<file path="src/rtl/spi_master_ctrl.sv">
// rtl/spi_master_ctrl.sv - host-side SPI master for the 16-bit address/rw/data memory frame
//
// Accepts a single-cycle command and shifts out {addr[6:0], rw, wdata[7:0]} MSB first,
// capturing the last 8 miso bits into o_rdata on reads.
//
// Ports:
//   i_clk       system clock, all logic on rising edge
//   i_reset     synchronous active-high reset
//   i_start     command strobe, sampled only while idle
//   i_rw        1 = read, 0 = write
//   i_addr      7-bit memory address
//   i_wdata     8-bit write data (ignored on reads)
//   o_busy      high from the cycle after an accepted start until the gap completes
//   o_done      one-cycle pulse in the cycle cs returns high
//   o_rdata     last read result
//   o_sclk      SPI clock, idles low
//   o_cs        chip select, active low
//   o_mosi      serial data to memory
//   i_miso      serial data from memory

module spi_master_ctrl #(
  parameter int HALF_PERIOD = 50,
  parameter int GAP_CYCLES  = 100
) (
  input  logic       i_clk,
  input  logic       i_reset,
  input  logic       i_start,
  input  logic       i_rw,
  input  logic [6:0] i_addr,
  input  logic [7:0] i_wdata,
  output logic       o_busy,
  output logic       o_done,
  output logic [7:0] o_rdata,
  output logic       o_sclk,
  output logic       o_cs,
  output logic       o_mosi,
  input  logic       i_miso
);

  localparam logic [2:0] S_IDLE = 3'd0;
  localparam logic [2:0] S_LEAD = 3'd1;
  localparam logic [2:0] S_HIGH = 3'd2;
  localparam logic [2:0] S_LOW  = 3'd3;
  localparam logic [2:0] S_TAIL = 3'd4;
  localparam logic [2:0] S_GAP  = 3'd5;

  localparam int HP_W  = $clog2(HALF_PERIOD + 1);
  localparam int GAP_W = $clog2(GAP_CYCLES + 1);
  localparam logic [HP_W-1:0]  HP_LAST  = HP_W'(HALF_PERIOD - 1);
  localparam logic [GAP_W-1:0] GAP_LAST = GAP_W'(GAP_CYCLES - 1);

  logic [2:0]       r_state;
  logic [15:0]      r_tx;
  logic [7:0]       r_rx;
  logic [7:0]       r_rdata;
  logic [HP_W-1:0]  r_hp_cnt;
  logic [4:0]       r_bit_cnt;
  logic [GAP_W-1:0] r_gap_cnt;
  logic             r_rw;
  logic             r_sclk;
  logic             r_cs;
  logic             r_busy;
  logic             r_done;

  logic             w_hp_last;

  assign w_hp_last = (r_hp_cnt == HP_LAST);

  always_ff @(posedge i_clk) begin
    if (i_reset) begin
      r_state   <= S_IDLE;
      r_tx      <= 16'h0000;
      r_rx      <= 8'h00;
      r_rdata   <= 8'h00;
      r_hp_cnt  <= '0;
      r_bit_cnt <= 5'd0;
      r_gap_cnt <= '0;
      r_rw      <= 1'b0;
      r_sclk    <= 1'b0;
      r_cs      <= 1'b1;
      r_busy    <= 1'b0;
      r_done    <= 1'b0;
    end else begin
      r_done <= 1'b0;
      case (r_state)
        S_IDLE: begin
          if (i_start) begin
            // Write data slot is forced to zero on reads so mosi stays low in the data phase.
            r_tx      <= {i_addr, i_rw, (i_rw ? 8'h00 : i_wdata)};
            r_rw      <= i_rw;
            r_rx      <= 8'h00;
            r_cs      <= 1'b0;
            r_busy    <= 1'b1;
            r_bit_cnt <= 5'd0;
            r_hp_cnt  <= '0;
            r_state   <= S_LEAD;
          end
        end
        S_LEAD, S_LOW: begin
          if (w_hp_last) begin
            r_hp_cnt <= '0;
            r_sclk   <= 1'b1;
            r_state  <= S_HIGH;
          end else begin
            r_hp_cnt <= r_hp_cnt + 1'b1;
          end
        end
        S_HIGH: begin
          if (w_hp_last) begin
            r_hp_cnt  <= '0;
            r_sclk    <= 1'b0;
            r_bit_cnt <= r_bit_cnt + 5'd1;
            if (r_rw && (r_bit_cnt >= 5'd8)) begin
              r_rx <= {r_rx[6:0], i_miso};
            end
            // Shifting in zeros means the register is empty after the 16th bit,
            // which parks mosi low through TAIL and IDLE without a separate path.
            r_tx <= {r_tx[14:0], 1'b0};
            if (r_bit_cnt == 5'd15) begin
              r_state <= S_TAIL;
            end else begin
              r_state <= S_LOW;
            end
          end else begin
            r_hp_cnt <= r_hp_cnt + 1'b1;
          end
        end
        S_TAIL: begin
          if (w_hp_last) begin
            r_hp_cnt  <= '0;
            r_cs      <= 1'b1;
            r_done    <= 1'b1;
            r_gap_cnt <= '0;
            if (r_rw) begin
              r_rdata <= r_rx;
            end
            r_state <= S_GAP;
          end else begin
            r_hp_cnt <= r_hp_cnt + 1'b1;
          end
        end
        S_GAP: begin
          if (r_gap_cnt == GAP_LAST) begin
            r_busy  <= 1'b0;
            r_state <= S_IDLE;
          end else begin
            r_gap_cnt <= r_gap_cnt + 1'b1;
          end
        end
        default: begin
          r_state <= S_IDLE;
          r_sclk  <= 1'b0;
          r_cs    <= 1'b1;
          r_busy  <= 1'b0;
          r_tx    <= 16'h0000;
        end
      endcase
    end
  end

  assign o_busy  = r_busy;
  assign o_done  = r_done;
  assign o_rdata = r_rdata;
  assign o_sclk  = r_sclk;
  assign o_cs    = r_cs;
  assign o_mosi  = r_tx[15];

endmodule

</file>
<file path="config.mk">
export PLATFORM = sky130hd
export DESIGN_NAME = spi_master_ctrl
export DESIGN_NICKNAME = d
export VERILOG_FILES = /design/src/rtl/spi_master_ctrl.sv
export SDC_FILE = /design/constraint.sdc
export NUM_CORES = 1
export LEC_CHECK = 0
export CAP_MARGIN = 15
export CORE_UTILIZATION = 50
export CTS_CLUSTER_DIAMETER = 120
export DETAILED_ROUTE_END_ITERATION = 12
export HOLD_SLACK_MARGIN = 0.12
export PLACE_DENSITY = 0.76
export RECOVER_POWER = 50
export SYNTH_ARGS = -nofsm -noshare
export SYNTH_HDL_FRONTEND = slang
export SYNTH_SLANG_ARGS = --single-unit
</file>
<file path="constraint.sdc">
create_clock -name i_clk -period 1.76 [get_ports i_clk]
set_input_delay 0.528 -clock i_clk [delete_from_list [all_inputs] [get_ports i_clk]]
set_output_delay 0.528 -clock i_clk [all_outputs]
set_load 0.05 [all_outputs]
</file>
==> impl_metrics.py <==
metrics = {
    "floorplanning": {
        "core_area_mm2": 0.00514,
        "die_x_um": 75.5,
        "start_util_pct": 52.6,
        "die-height_um": 75.5,
        "fp.dieArea_mm2": 0.00570,
        "num_rows": 26,
        "io_pins": 33,
    },
    "clock_network": {
        "cts-buffers-inserted": 9,
        "clk_pin_slew_ns": 0.07,
        "clockBufferDepth": 2,
        "cts-root-buf": "clkbuf_8",
        "htree_levels": 3,
        "ctsHoldBuffers": 0,
        "cts_tree": "built",
        "cts_sinks": 58,
        "clock_latency_ns": 0.34,
    },
    "drt": {
        "routed_via_density": 5.58,
        "drc": 0,
        "detail-route-antenna-nets": 0,
        "wl_um": 6360,
        "drt_pass1_iterations": 4,
        "drt_iter0_drc": 132,
        "vias": 2434,
        "wl_per_cell_um": 14.6,
    },
    "critical_path": {
        "crit_path_start_kind": "flop",
        "r2r_start": "r_state[1]",
        "crit_arrival_ns": 2.00,
        "path_max_fanout": 6,
        "reg2reg_to": "r_tx[15]",
        "crit_required_ns": 2.03,
        "crit_type": "flop to flop",
        "r2r_cells": 6,
        "reg2reg_slack_ns": 0.03,
        "end_kind": "flop",
    },
    "run_status": {
        "status": "completed",
    },
    "timing": {
        "skew_ns": 0.00573,
        "hold_viol_final": 0,
        "timing.final.crit_share_pct": 98.3,
        "drv_slew": 0,
        "slew_headroom_pct": 66.1,
        "fmax_mhz": 578,
        "fin_crit_ns": 1.73,
        "worst_slew_pin_slew_ns": 0.508,
        "finalSetupViolations": 0,
        "rsz0062_at_grt": "true",
        "whs_ns": 0.451,
    },
    "synthesis": {
        "syn_nets": 322,
        "synth_flop_cell": "dfxtp_1",
        "synthTopCellsByCount": "dfxtp_1 (58), nor2_1 (34), mux2i_1 (25)",
        "ys_ff_latch": 58,
        "avgSynthCellArea_um2": 9.10,
        "synth_area_mm2": 0.00270,
        "yosysMostFrequentCell": "dfxtp_1",
        "yosysTopAreaCellShare_pct": 43.0,
        "ys_warn_count": 0,
        "yosysSeqAreaShare_pct": 43.0,
        "synth.area.top_cells": "dfxtp_1 (43%), mux2i_1 (9.3%), nor2_1 (4.7%), a21oi_1 (3.9%), or3_1 (3.5%)",
        "synthArstFlopShare_pct": 0,
        "synth_edf_count": 0,
        "yosys.area.top_type": "dfxtp_1",
        "synthCells": 297,
        "yosys.cell_types.count": 48,
    },
    "finish": {
        "antenna_cells": 0,
        "final_nets": 387,
        "area_growth_pct": 34.3,
        "drive_gt1_share_pct": 24.9,
    },
    "global_routing": {
        "first_global_vias": 2284,
        "grtUsageTotal_pct": 23.3,
        "antenna_found_initial": 0,
        "grt_pass1_wl_um": 9930,
        "grt_start_max_net_pins": 26,
        "grt.overflow.total": 0,
    },
    "hold_path": {
        "min_to": "r_tx[0]",
        "worstHoldPathType": "flop to flop",
        "hp-start": "r_tx[0]",
        "whs_path_depth": 2,
    },
    "place": {
        "dp_hpwl_um": 4070,
        "gp_congestion": 0.756,
        "io_buffers": 32,
    },
    "job": {
        "drv_cap": 0,
    },
    "power": {
        "finalPower_mw": 3.38,
        "powerDensity_mw_per_mm2": 931,
        "ir_drop_v": 0.000678,
        "power.leakage_nw": 1.61,
    },
}
cells by family (layout without fill, tap and decap cells):
group	after synthesis	count (layout)	share of synthesized area [%]
buffers and inverters	21	90	3.38
AOI/OAI and AO/OA	50	50	12.8
xor gates and xnor gates	8	8	2.59
adders and majority gates	5	5	2.32
DFF	58	58	43.0
and+or+nand+nor	130	130	26.6
muxes	25	25	9.26
placed cells by master (no fill, tap or decap), types with 2 or more instances in the layout:
cell type / count
nor2_1: 33
a21oi_1: 15
nor3_1: 12
a21oi_2: 6
clkdlybuf4s50_1: 17
dfxtp_1: 54
xor2_1: 6
or3_1: 9
mux2i_1: 24
a221oi_1: 7
o211ai_1: 2
dfxtp_2: 4
nand2b_1: 11
a311oi_1: 2
or3_4: 6
a211oi_1: 2
clkbuf_2: 5
o21ai_0: 5
ha_1: 5
buf_4: 34
inv_1: 5
and3_1: 5
clkbuf_1: 2
dlymetal6s2s_1: 9
clkinv_2: 2
nand3b_1: 2
xnor2_1: 2
nand4_1: 7
nand3_1: 7
buf_6: 2
clkbuf_8: 10
or2_2: 2
nand2_1: 22
state kept, by name, summed over array words and instances (netlist names):
name       flops
o_cs           1
r_bit_cnt      5
r_hp_cnt       6
r_gap_cnt      7
r_rw           1
r_state        3
o_busy         1
r_tx          16
o_done         1
r_rx           8
o_rdata        8
o_sclk         1
final cells by class:
type,count,area [um2]
flip-flops and latches,58,1170
repair buffers,70,636
well taps,70,87.6
clock buffers,12,145
multi-input cells,218,1540
inverters,5,18.8
clock inverters,3,40.0
fillers,402,1510
per-layer routing:
layer / GRT usage [%] / part of all wire, % / up-vias
met5: 0 / 0 / -
met4: 11.5 / 2.0 / 0
met3: 3.57 / 2.3 / 13
met2: 40.5 / 52 / 50
met1: 28.1 / 44 / 1176
li1: - / - / 1195
report_power, final:
group	switching, mW	total [mW]	internal (mW)
Combinational	0.391	0.734	0.343
Clock	0.519	1.20	0.681
Sequential	0.0496	1.44	1.39
Total	0.960	3.38	2.42
timing repair:
item                                    CTS  global route
pin swaps                                 1            11
resized for setup                         2            24
buffers inserted                          3             2
endpoints found under the setup margin   16            36
gates cloned                              0             3
worst max-delay path by stage:
stage	start	depth (start not counted)	slack, ns	to
2_1_floorplan	r_hp_cnt[1]	9	0.03	r_tx[4]
3_3_place_gp	i_start	5	-0.27	r_hp_cnt[1]
3_5_place_dp	i_start	6	-0.34	r_tx[13]
4_1_cts	i_start	6	0.01	r_tx[13]
5_1_grt	r_hp_cnt[5]	6	-0.09	r_bit_cnt[3]
6_report	r_state[1]	6	0.03	r_tx[15]
critical path: stages (launching register included):
cell       delay (ns)
dfxtp_1          0.42
inv_1            0.21
nor2_2           0.24
a221oi_4         0.12
clkbuf_16        0.18
or3_4            0.37
a21oi_2          0.12
per-stage QoR:
stage          utilization [%]  setup TNS (ns)  setup slack (ns)  area, um2  cells
2_1_floorplan                -               0            0.0337       2700    297
3_3_place_gp              66.2           -4.96            -0.274       3400    413
3_5_place_dp              66.2           -6.04            -0.345       3400    413
4_1_cts                   70.3               0            0.0135       3610    431
5_1_grt                   70.6          -0.475           -0.0869       3630    436
6_report                  70.6               0            0.0296       3630    436
No activity file was read; power rests on OpenSTA's default activity.
